`src/rtl/vend_pkg.sv`:
```
// Shared types and constants for the vending dispense controller.
//   state_t : dispense sequencer states
//   req_t   : one queued request {prod, coins[1:0]}
//   CHG_*   : change-unit codes carried in req_t.coins
// Helper functions: coins_dec (saturating decrement), max2 (constant max).
package vend_pkg;

  typedef enum logic [2:0] {
    ST_IDLE  = 3'd0,
    ST_LOAD  = 3'd1,
    ST_MOTOR = 3'd2,
    ST_PULSE = 3'd3,
    ST_GAP   = 3'd4
  } state_t;

  typedef struct packed {
    logic       prod;
    logic [1:0] coins;
  } req_t;

  localparam logic [1:0] CHG_NONE = 2'd0;
  localparam logic [1:0] CHG_ONE  = 2'd1;
  localparam logic [1:0] CHG_TWO  = 2'd2;

  // Coin count never wraps below zero.
  function automatic logic [1:0] coins_dec(input logic [1:0] c);
    return (c == CHG_NONE) ? CHG_NONE : c - CHG_ONE;
  endfunction

  function automatic int unsigned max2(input int unsigned a, input int unsigned b);
    return (a > b) ? a : b;
  endfunction

endpackage

```
`src/rtl/vend_req_fifo.sv`:
```
// Request FIFO for the dispense controller: DEPTH entries of req_t.
// Pointers carry one extra bit so full and empty are distinct at wrap-around.
// A push while full is accepted only if a pop happens in the same cycle;
// otherwise it is ignored here (the parent flags the drop).
// Ports:
//   clk, rst   : clock, async active-high reset
//   push, din  : write request and data
//   pop, dout  : read request and head-of-queue data (valid when !empty)
//   full, empty: occupancy flags, derived from registered pointers
module vend_req_fifo
  import vend_pkg::*;
#(
  parameter int unsigned DEPTH = 4
) (
  input  logic clk,
  input  logic rst,
  input  logic push,
  input  req_t din,
  input  logic pop,
  output req_t dout,
  output logic full,
  output logic empty
);

  localparam int unsigned AW = (DEPTH > 1) ? $clog2(DEPTH) : 1;

  logic [AW:0] wr_ptr;
  logic [AW:0] rd_ptr;
  req_t        mem [DEPTH];
  logic        do_push;
  logic        do_pop;

  assign do_pop  = pop && !empty;
  assign do_push = push && (!full || do_pop);

  assign empty = (wr_ptr == rd_ptr);
  assign full  = (wr_ptr[AW] != rd_ptr[AW]) && (wr_ptr[AW-1:0] == rd_ptr[AW-1:0]);
  assign dout  = mem[rd_ptr[AW-1:0]];

  always_ff @(posedge clk or posedge rst) begin
    if (rst) begin
      wr_ptr <= '0;
      rd_ptr <= '0;
    end else begin
      if (do_push) wr_ptr <= wr_ptr + (AW+1)'(1);
      if (do_pop)  rd_ptr <= rd_ptr + (AW+1)'(1);
    end
  end

  // Storage needs no reset: entries are only read after being written.
  always_ff @(posedge clk) begin
    if (do_push) mem[wr_ptr[AW-1:0]] <= din;
  end

endmodule

```
`src/rtl/vend_dispense_ctrl.sv`:
```
// Dispense sequencer between the vending FSM and the actuator pins.
// Every cycle with {out,change} != 0 queues one request; requests are served
// in order: product motor (handshaked by motor_done), then one hopper pulse
// per change unit. Upstream is never stalled; drops set the sticky overflow.
//
// Optional feature macro: VEND_MOTOR_TIMEOUT_EN
//   defined   : MOTOR gives up after MOTOR_TIMEOUT cycles, sets sticky fault,
//               and still pays the change.
//   undefined : MOTOR waits for motor_done indefinitely, fault is tied low.
//
// Ports:
//   clk, rst     : clock, async active-high reset
//   out          : vend strobe
//   change[1:0]  : change units owed with this strobe
//   motor_done   : product-drop sensor (synchronous level)
//   motor_en     : product motor drive
//   hopper_pulse : one pulse per change coin
//   busy         : queue non-empty or sequencer not idle
//   full         : queue holds FIFO_DEPTH requests
//   overflow     : sticky, a request was dropped
//   fault        : sticky motor timeout
//
// state | meaning
// IDLE  | waiting; pops the queue head when one is present
// LOAD  | popped record held; choose motor, hopper or done
// MOTOR | motor_en high until motor_done (or timeout)
// PULSE | hopper_pulse high for PULSE_LEN cycles
// GAP   | hopper low for GAP_LEN cycles between coins
module vend_dispense_ctrl
  import vend_pkg::*;
#(
  parameter int unsigned FIFO_DEPTH    = 4,
  parameter int unsigned PULSE_LEN     = 4,
  parameter int unsigned GAP_LEN       = 4,
  parameter int unsigned MOTOR_TIMEOUT = 1000
) (
  input  logic       clk,
  input  logic       rst,
  input  logic       out,
  input  logic [1:0] change,
  input  logic       motor_done,
  output logic       motor_en,
  output logic       hopper_pulse,
  output logic       busy,
  output logic       full,
  output logic       overflow,
  output logic       fault
);

  if (FIFO_DEPTH < 2 || (FIFO_DEPTH & (FIFO_DEPTH - 1)) != 0) begin : g_chk_depth
    $error("FIFO_DEPTH must be a power of two and at least 2");
  end
  if (PULSE_LEN < 1 || GAP_LEN < 1 || MOTOR_TIMEOUT < 1) begin : g_chk_len
    $error("PULSE_LEN, GAP_LEN and MOTOR_TIMEOUT must be at least 1");
  end

  // One shared down-counter times pulse, gap and (optionally) the motor.
`ifdef VEND_MOTOR_TIMEOUT_EN
  localparam int unsigned TMR_MAX = max2(max2(PULSE_LEN, GAP_LEN), MOTOR_TIMEOUT);
`else
  localparam int unsigned TMR_MAX = max2(PULSE_LEN, GAP_LEN);
`endif
  localparam int unsigned TW = $clog2(TMR_MAX + 1);

  localparam logic [TW-1:0] TMR_PULSE = TW'(PULSE_LEN - 1);
  localparam logic [TW-1:0] TMR_GAP   = TW'(GAP_LEN - 1);
`ifdef VEND_MOTOR_TIMEOUT_EN
  localparam logic [TW-1:0] TMR_MOTOR = TW'(MOTOR_TIMEOUT - 1);
`endif

  state_t        state, state_nxt;
  logic [TW-1:0] tmr, tmr_nxt;
  logic [1:0]    coins, coins_nxt;
  logic          prod, prod_nxt;
  logic          push;
  logic          pop;
  logic          motor_exit;
  logic          fifo_empty;
  req_t          fifo_din;
  req_t          fifo_dout;
  logic          ovf_q;

  assign push     = out || (change != CHG_NONE);
  assign fifo_din = '{prod: out, coins: change};

  vend_req_fifo #(
    .DEPTH (FIFO_DEPTH)
  ) u_fifo (
    .clk   (clk),
    .rst   (rst),
    .push  (push),
    .din   (fifo_din),
    .pop   (pop),
    .dout  (fifo_dout),
    .full  (full),
    .empty (fifo_empty)
  );

`ifdef VEND_MOTOR_TIMEOUT_EN
  logic fault_set;
  logic fault_q;
`endif

  always_ff @(posedge clk or posedge rst) begin
    if (rst) begin
      state <= ST_IDLE;
      tmr   <= '0;
      coins <= CHG_NONE;
      prod  <= 1'b0;
    end else begin
      state <= state_nxt;
      tmr   <= tmr_nxt;
      coins <= coins_nxt;
      prod  <= prod_nxt;
    end
  end

  always_comb begin
    state_nxt  = state;
    tmr_nxt    = tmr;
    coins_nxt  = coins;
    prod_nxt   = prod;
    pop        = 1'b0;
    motor_exit = 1'b0;
`ifdef VEND_MOTOR_TIMEOUT_EN
    fault_set  = 1'b0;
`endif
    unique case (state)
      ST_IDLE: begin
        if (!fifo_empty) begin
          pop       = 1'b1;
          prod_nxt  = fifo_dout.prod;
          coins_nxt = fifo_dout.coins;
          state_nxt = ST_LOAD;
        end
      end
      ST_LOAD: begin
        if (prod) begin
          state_nxt = ST_MOTOR;
`ifdef VEND_MOTOR_TIMEOUT_EN
          tmr_nxt   = TMR_MOTOR;
`endif
        end else if (coins != CHG_NONE) begin
          state_nxt = ST_PULSE;
          tmr_nxt   = TMR_PULSE;
        end else begin
          state_nxt = ST_IDLE;
        end
      end
      ST_MOTOR: begin
        motor_exit = motor_done;
`ifdef VEND_MOTOR_TIMEOUT_EN
        if (!motor_done) begin
          if (tmr == '0) begin
            motor_exit = 1'b1;
            fault_set  = 1'b1;
          end else begin
            tmr_nxt = tmr - TW'(1);
          end
        end
`endif
        // Change is owed even if the product drop timed out.
        if (motor_exit) begin
          if (coins != CHG_NONE) begin
            state_nxt = ST_PULSE;
            tmr_nxt   = TMR_PULSE;
          end else begin
            state_nxt = ST_IDLE;
          end
        end
      end
      ST_PULSE: begin
        if (tmr == '0) begin
          state_nxt = ST_GAP;
          tmr_nxt   = TMR_GAP;
          coins_nxt = coins_dec(coins);
        end else begin
          tmr_nxt = tmr - TW'(1);
        end
      end
      ST_GAP: begin
        if (tmr == '0) begin
          if (coins != CHG_NONE) begin
            state_nxt = ST_PULSE;
            tmr_nxt   = TMR_PULSE;
          end else begin
            state_nxt = ST_IDLE;
          end
        end else begin
          tmr_nxt = tmr - TW'(1);
        end
      end
      default: state_nxt = ST_IDLE;
    endcase
  end

  // A push into a full queue survives only if the sequencer pops this cycle.
  always_ff @(posedge clk or posedge rst) begin
    if (rst) begin
      ovf_q <= 1'b0;
    end else if (push && full && !pop) begin
      ovf_q <= 1'b1;
    end
  end

`ifdef VEND_MOTOR_TIMEOUT_EN
  always_ff @(posedge clk or posedge rst) begin
    if (rst) begin
      fault_q <= 1'b0;
    end else if (fault_set) begin
      fault_q <= 1'b1;
    end
  end
  assign fault = fault_q;
`else
  assign fault = 1'b0;
`endif

  // Actuators decode straight from the state register so reset clears them at once.
  assign motor_en     = (state == ST_MOTOR);
  assign hopper_pulse = (state == ST_PULSE);
  assign busy         = !fifo_empty || (state != ST_IDLE);
  assign overflow     = ovf_q;

endmodule
```
`config.mk`:
```
export PLATFORM = sky130hd
export DESIGN_NAME = vend_dispense_ctrl
export DESIGN_NICKNAME = d
export VERILOG_FILES = /design/src/rtl/vend_pkg.sv /design/src/rtl/vend_req_fifo.sv /design/src/rtl/vend_dispense_ctrl.sv
export SDC_FILE = /design/constraint.sdc
export NUM_CORES = 1
export LEC_CHECK = 0
export ABC_AREA = 1
export BUFFER_PORTS_ARGS = -buffer_cell sky130_fd_sc_hd__buf_2
export CORE_MARGIN = 2
export CORE_UTILIZATION = 53
export DETAILED_ROUTE_END_ITERATION = 10
export PLACE_DENSITY_LB_ADDON = 0.2
export SLEW_MARGIN = 20
export SYNTH_ARGS = -nofsm -noshare
export SYNTH_HDL_FRONTEND = slang
export SYNTH_SLANG_ARGS = --single-unit
```
`constraint.sdc`:
```
create_clock -name clk -period 1.3 [get_ports clk]
set_input_delay 0.26 -clock clk [delete_from_list [all_inputs] [get_ports clk]]
set_output_delay 0.26 -clock clk [all_outputs]
set_load 0.03 [all_outputs]
```
==> impl_metrics.yaml, run 1 <==
run_status:
  outcome: "finished with violations"
  violated_checks: "negative setup slack"
clock_tree:
  insertion_delay_ns: 0.35
  clock_tree_from_tritoncts: "yes"
  clock_transition_at_the_registers_of_the_reported_paths_ns: 0.16
  cts_num_sinks: 28
  buffer_cell_driving_the_clock_tree_root: "sky130_fd_sc_hd__clkbuf_4"
  ctsHtreeMaxLevel: 1
  cts_buffers: 3
  clock_path_buffers: 2
grt:
  grt_max_degree: 17
  overflow_left_after_global_routing: 0
  track_usage_pct: 24.83
  antenna_found_initial: 0
  first_global_vias: 1522
  grt_pass1_wl_um: 6582
critical_path:
  critPathCaptureType: "primary output"
  timing.critical_path.fanout_max: 3
  timing.critical_path.arrival_ns: 1.51
  crit_required_ns: 1.04
  crit_path_cell_trace: "inv_2 -> nand2_2 -> nand2_2 -> buf_6 -> nand4_1 -> buf_6"
  critical_path.max_stage_delay_ns: 0.46
  worstSetupPathType: "reg2out"
  critical_path.startpoint_type: "flip-flop"
  slowest_stage: "sky130_fd_sc_hd__dfrtp_1"
hold_path:
  hold_path_class: "in2reg"
place:
  post-dp-hpwl_um: 2791
  place.gp.congestion: 0.8559
  place_inst: 279
  preCtsSetupSlack_ns: -0.1593
  port-buffer-count: 10
synth:
  synth_top_flop_cell: "sky130_fd_sc_hd__dfrtp_1"
  synth.distinct_cells: 26
  synth_seq_area_share_pct: 46.59
  synth_area_per_cell_um2: 7.888
  yosys_register_bits: 28
  synthesis.yosys.warnings: 0
  syn_inst: 207
  syn-num-nets: 220
  synthArstFlopShare_pct: 57.14
  synth_enable_flop_cells: 12
  netlist_area_mm2: 0.001633
sta:
  final.min_clock_period_ns: 1.771
  finalWorstSetupSlack_ns: -0.4707
  finalHoldViolations: 0
  finalSetupViolations: 31
  timing.fmax_mhz: 564.8
  setup_repair_after_global_routing_missed_its_margin: "true"
  period_share_pct: 136.2
  final-max-slew-violation-count: 0
  fin_worst_skew_ns: 0.002057
  whs_ns: 0.1379
detailed_routing:
  drt-vias-per-instance: 5.289
  vias: 1592
  post-route-drc-count: 0
  drtPass1Iterations: 4
  finalWirelength_um: 4484
  drt-initial-drc-count: 43
  antenna_violating_nets_post_route: 0
  wire_per_inst_um: 14.90
floorplan:
  die_w_um: 59.51
  initial_core_util_pct: 54.37
  io_pins: 12
  dieArea_mm2: 0.003541
  placementRows: 20
  floorplan.die.height_um: 59.51
  core_mm2: 0.003003
job:
  max_cap_viol_count: 0
power_and_ir_drop:
  power_mw: 7.240
  ratio_of_total_power_to_cell_area_mw_per_mm2: 2949
  p_leak_nw: 1.245
  max_rail_drop_vdd_mv: 1.561
layout:
  design.final.nets: 282
  antenna-diode-count: 0
  flow.area_growth_from_synthesis_pct: 50.34
  final_cell_mix: "sky130_fd_sc_hd__nand2_1, sky130_fd_sc_hd__buf_4, sky130_fd_sc_hd__inv_1, sky130_fd_sc_hd__buf_6, sky130_fd_sc_hd__dfrtp_1"
  finish.cell_count_without_fillers: 301
  final_common_cell: "sky130_fd_sc_hd__nand2_1"
  final_layout_size_suffix_gt1_share_pct: 45.15
==> worst max-delay path, delay by kind of cell (launching register included) <==
| family | cells | cell delay [ns] |
|---|---|---|
| buf+inv | 3 | 0.38 |
| flops | 1 | 0.46 |
| simple gates | 3 | 0.31 |
==> final cells by class <==
class                   count  area (um^2)
multi-input cells         149        980.9
flip-flops and latches     28        762.0
fillers                   178        548.0
repair buffers             59        498.0
inverters                  28        120.1
well taps                  33        41.29
clock inverters             1        30.03
clock buffers               3        22.52
==> sequential cells by signal (all words and copies together), names as in the netlist <==
signal and count:
state 3, tmr 3, u_fifo.mem 12, u_fifo.wr_ptr 3, prod 1, overflow 1
u_fifo.rd_ptr 3, coins 2
==> cell usage after synthesis (3+ instances only) <==
cell type | instances | area (um^2)
sky130_fd_sc_hd__nor2_1 | 14 | 52.55
sky130_fd_sc_hd__xor2_1 | 3 | 26.28
sky130_fd_sc_hd__nand3_1 | 17 | 85.08
sky130_fd_sc_hd__o21ai_0 | 5 | 25.02
sky130_fd_sc_hd__ha_1 | 7 | 87.58
sky130_fd_sc_hd__nand2_2 | 3 | 18.77
sky130_fd_sc_hd__edfxtp_1 | 12 | 360.4
sky130_fd_sc_hd__nand2_1 | 83 | 311.6
sky130_fd_sc_hd__dfrtp_1 | 16 | 400.4
sky130_fd_sc_hd__inv_1 | 26 | 97.59
sky130_fd_sc_hd__nor2_2 | 4 | 25.02
==> where the power goes <==
part / internal (mW) / switching, mW / total [mW]
clock: 0.313 / 0.282 / 0.594
combinational: 2.24 / 2.80 / 5.04
sequential: 1.33 / 0.273 / 1.60
==> path summary, 6_finish.rpt <==
check	startpoint	end	cells after the start	slack (ns)
setup / recovery	u_fifo.rd_ptr[1]	busy	6	-0.47
hold / removal	out	u_fifo.mem[0][2]	1	0.14
setup reg to reg	u_fifo.wr_ptr[0]	u_fifo.wr_ptr[0]	13	-0.39
hold reg to reg	overflow	overflow	1	0.50
max in group asynchronous	rst	u_fifo.rd_ptr[0]	4	0.63
min in group asynchronous	rst	state[2]	4	0.46
==> cells by family after synthesis <==
family	after synthesis	synth area share, %
buf+inv	30	8.046
fa+ha+maj	7	5.364
simple gates	127	34.10
flops	28	46.59
compound gates	10	3.525
xor+xnor	4	2.146
other cells	1	0.2297
==> routing by layer <==
layer | routed length, um | track usage [%] | vias up
li1 | - | - | 767
met1 | 1683 | 28.85 | 776
met2 | 2554 | 45.84 | 33
met3 | 118 | 4.148 | 16
met4 | 128 | 8.254 | 0
met5 | 0 | 0 | -
==> repair_timing <==
action | in CTS | in global routing
hold endpoints to repair | 16 | 0
setup endpoints to repair | 29 | 32
hold buffers | 1 | 0
gates resized for setup | 43 | 50
pin swaps | 11 | 16
buffers inserted | 11 | 6
==> stage by stage <==
step	setup TNS [ns]	utilization [%]	cell area, um^2
after floorplan	-2.997	-	1635
after global placement	-1.007	64.63	1941
after detailed placement	-2.486	64.63	1941
after CTS	-6.344	74.50	2237
after global routing	-9.459	81.75	2455
final	-7.877	81.75	2455
Note: power is estimated with default switching activity, not from simulation.
==> inputs of run 2 (changes only) <==
--- a/config.mk
+++ b/config.mk
@@ -7,8 +7,10 @@
 export LEC_CHECK = 0
 export ABC_AREA = 1
 export BUFFER_PORTS_ARGS = -buffer_cell sky130_fd_sc_hd__buf_2
+export CELL_PAD_IN_SITES_DETAIL_PLACEMENT = 1
+export CELL_PAD_IN_SITES_GLOBAL_PLACEMENT = 2
 export CORE_MARGIN = 2
-export CORE_UTILIZATION = 53
+export CORE_UTILIZATION = 32
 export DETAILED_ROUTE_END_ITERATION = 10
 export PLACE_DENSITY_LB_ADDON = 0.2
 export SLEW_MARGIN = 20
==> impl_metrics.yaml, run 2 (synthesized netlist as in run 1, its figures left out) <==
sta:
  timing.fmax_mhz: 622.5
  setup_repair_after_global_routing_missed_its_margin: "true"
  final.min_clock_period_ns: 1.606
  final-max-slew-violation-count: 0
  finalHoldViolations: 0
  finalWorstSetupSlack_ns: -0.3065
  period_share_pct: 123.6
  fin_worst_skew_ns: 0.003203
  final.setup.tns_ns: -4.948
  finalSetupViolations: 31
detailed_routing:
  antenna_violating_nets_post_route: 0
  post-route-drc-count: 0
  drtPass1Iterations: 4
  drt-initial-drc-count: 63
  vias: 1537
  finalWirelength_um: 5111
  wire_per_inst_um: 15.30
  drt-vias-per-instance: 4.602
floorplan:
  io_pins: 12
  initial_core_util_pct: 33.90
  dieArea_mm2: 0.005690
  placementRows: 25
  floorplan.die.height_um: 75.43
  die_w_um: 75.43
  core_mm2: 0.004817
run_status:
  violated_checks: "negative setup slack"
  outcome: "finished with violations"
clock_tree:
  insertion_delay_ns: 0.28
  clock_path_buffers: 2
  buffer_cell_driving_the_clock_tree_root: "sky130_fd_sc_hd__clkbuf_8"
  clock_transition_at_the_registers_of_the_reported_paths_ns: 0.10
  ctsHtreeMaxLevel: 1
  cts_num_sinks: 28
  cts_buffers: 3
  clock_tree_from_tritoncts: "yes"
grt:
  first_global_vias: 1756
  track_usage_pct: 19.32
  antenna_found_initial: 0
  overflow_left_after_global_routing: 0
  grt_max_degree: 17
  grt_pass1_wl_um: 8224
critical_path:
  worstSetupStartpoint: "u_fifo.wr_ptr[1]"
  worstSetupPathType: "reg2out"
  reg_to_reg_slack_setup_ns: -0.21
  timing.critical_path.arrival_ns: 1.35
  critPathCapture: "full"
  timing.critical_path.fanout_max: 3
  worstReg2RegStart: "state[1]"
  critical_path.startpoint_type: "flip-flop"
  reg2reg_depth: 7
  critPathCaptureType: "primary output"
  crit_required_ns: 1.04
  worst_r2r_endpoint: "u_fifo.mem[1][2]"
power_and_ir_drop:
  share_clk_of_total_power_pct: 10.0
  power_spent_charging_and_discharging_nets_mw: 3.257
  internal-power_mw: 3.798
  power.combinational.fraction_pct: 67.4
  power_switching_share_pct: 46.17
  p_seq_share_pct: 22.7
  power_mw: 7.055
  p_leak_nw: 1.217
  ratio_of_total_power_to_cell_area_mw_per_mm2: 2945
  max_rail_drop_vdd_mv: 1.328
layout:
  design.final.nets: 281
  final_cell_mix: "sky130_fd_sc_hd__nand2_1, sky130_fd_sc_hd__buf_4, sky130_fd_sc_hd__inv_1"
  sequential_cell_area_um2: 763.2
  flow.area_growth_from_synthesis_pct: 46.74
  final_layout_size_suffix_gt1_share_pct: 42.32
  final_common_cell: "sky130_fd_sc_hd__nand2_1"
  antenna-diode-count: 0
  final_core_util_pct: 49.74
  fillCellCount: 590
  finish.cell_count_without_fillers: 334
  largest_reg_flops: 12
  multiInputGateArea_um2: 902.1
place:
  post-dp-hpwl_um: 3549
  place_inst: 313
  place.gp.congestion: 0.8331
  port-buffer-count: 10
  preCtsSetupSlack_ns: -0.2009
hold_path:
  hold_path_class: "in2reg"
job:
  max_cap_viol_count: 0
[run 2: cell count changes in the layout (fill, tap and decap cells not counted), moves of 2 or more]
cell	delta
sky130_fd_sc_hd__clkbuf_8	+3
sky130_fd_sc_hd__buf_6	-8
sky130_fd_sc_hd__nand3_1	+5
sky130_fd_sc_hd__nor2_4	-4
sky130_fd_sc_hd__nor2_2	+3
sky130_fd_sc_hd__inv_4	-2
sky130_fd_sc_hd__nand2_1	+3
sky130_fd_sc_hd__inv_2	+2
sky130_fd_sc_hd__buf_4	+7
sky130_fd_sc_hd__nand2_4	-2
sky130_fd_sc_hd__clkbuf_4	-3
sky130_fd_sc_hd__nand3_2	-5
[run 2: through the flow]
stage          hold slack (ns)  area [um^2]
3_3_place_gp            0.2761         1983
6_report                0.2158         2396
4_1_cts                 0.2149         2312
2_1_floorplan           0.1737         1635
3_5_place_dp            0.2973         1983
5_1_grt                 0.2223         2396
[run 2: area by class of cell]
type,instances,area share [%]
multi-input cells,149,37.65
flip-flops and latches,28,31.85
repair buffers,58,19.22
inverters,28,4.804
well taps,67,3.499
clock buffers,3,1.723
clock inverters,1,1.253
[run 2: worst min path at each step]
stage | depth (start not counted) | to | slack, ns | startpoint
4_1_cts | 1 | u_fifo.mem[0][0] | 0.21 | change[0]
6_report | 1 | u_fifo.mem[3][0] | 0.22 | change[0]
3_3_place_gp | 3 | overflow | 0.28 | rst
3_5_place_dp | 3 | u_fifo.rd_ptr[1] | 0.30 | rst
2_1_floorplan | 1 | coins[0] | 0.17 | rst
5_1_grt | 1 | u_fifo.mem[3][0] | 0.22 | change[0]
[run 2: power by group through the flow]
| stage | Clock, mW | Sequential [mW] | Combinational [mW] |
|---|---|---|---|
| after floorplan | 0 | 1.59 | 2.14 |
| after global placement | 0 | 1.58 | 3.34 |
| after detailed placement | 0 | 1.61 | 3.48 |
| after CTS | 0.706 | 1.58 | 4.33 |
| after global routing | 0.742 | 1.64 | 5.25 |
| final | 0.703 | 1.60 | 4.75 |
[run 2: routing by layer]
layer	track usage, %	vias to the layer above	part of all wire, %
met1	23.31	745	42
met5	0	-	0
met3	2.249	9	2.1
met4	5.848	0	2.0
li1	-	763	-
met2	35.85	20	54
[run 2: repair_timing]
action                                  in CTS  in global routing
hold buffers                                 1                  0
endpoints found under the setup margin      31                 32
buffers inserted                            16                  5
resized for setup                           42                 27
endpoints found under the hold margin       16                  0
pin swaps                                    8                 11
gates cloned                                 0                  0
[run 2: worst max-delay path: stages (launching register included)]
cell and delay (ns):
sky130_fd_sc_hd__dfrtp_1 0.42, sky130_fd_sc_hd__inv_1 0.11, sky130_fd_sc_hd__nand2_2 0.06, sky130_fd_sc_hd__nand2_2 0.10, sky130_fd_sc_hd__nand2_2 0.07, sky130_fd_sc_hd__nor2_4 0.15
sky130_fd_sc_hd__buf_6 0.16
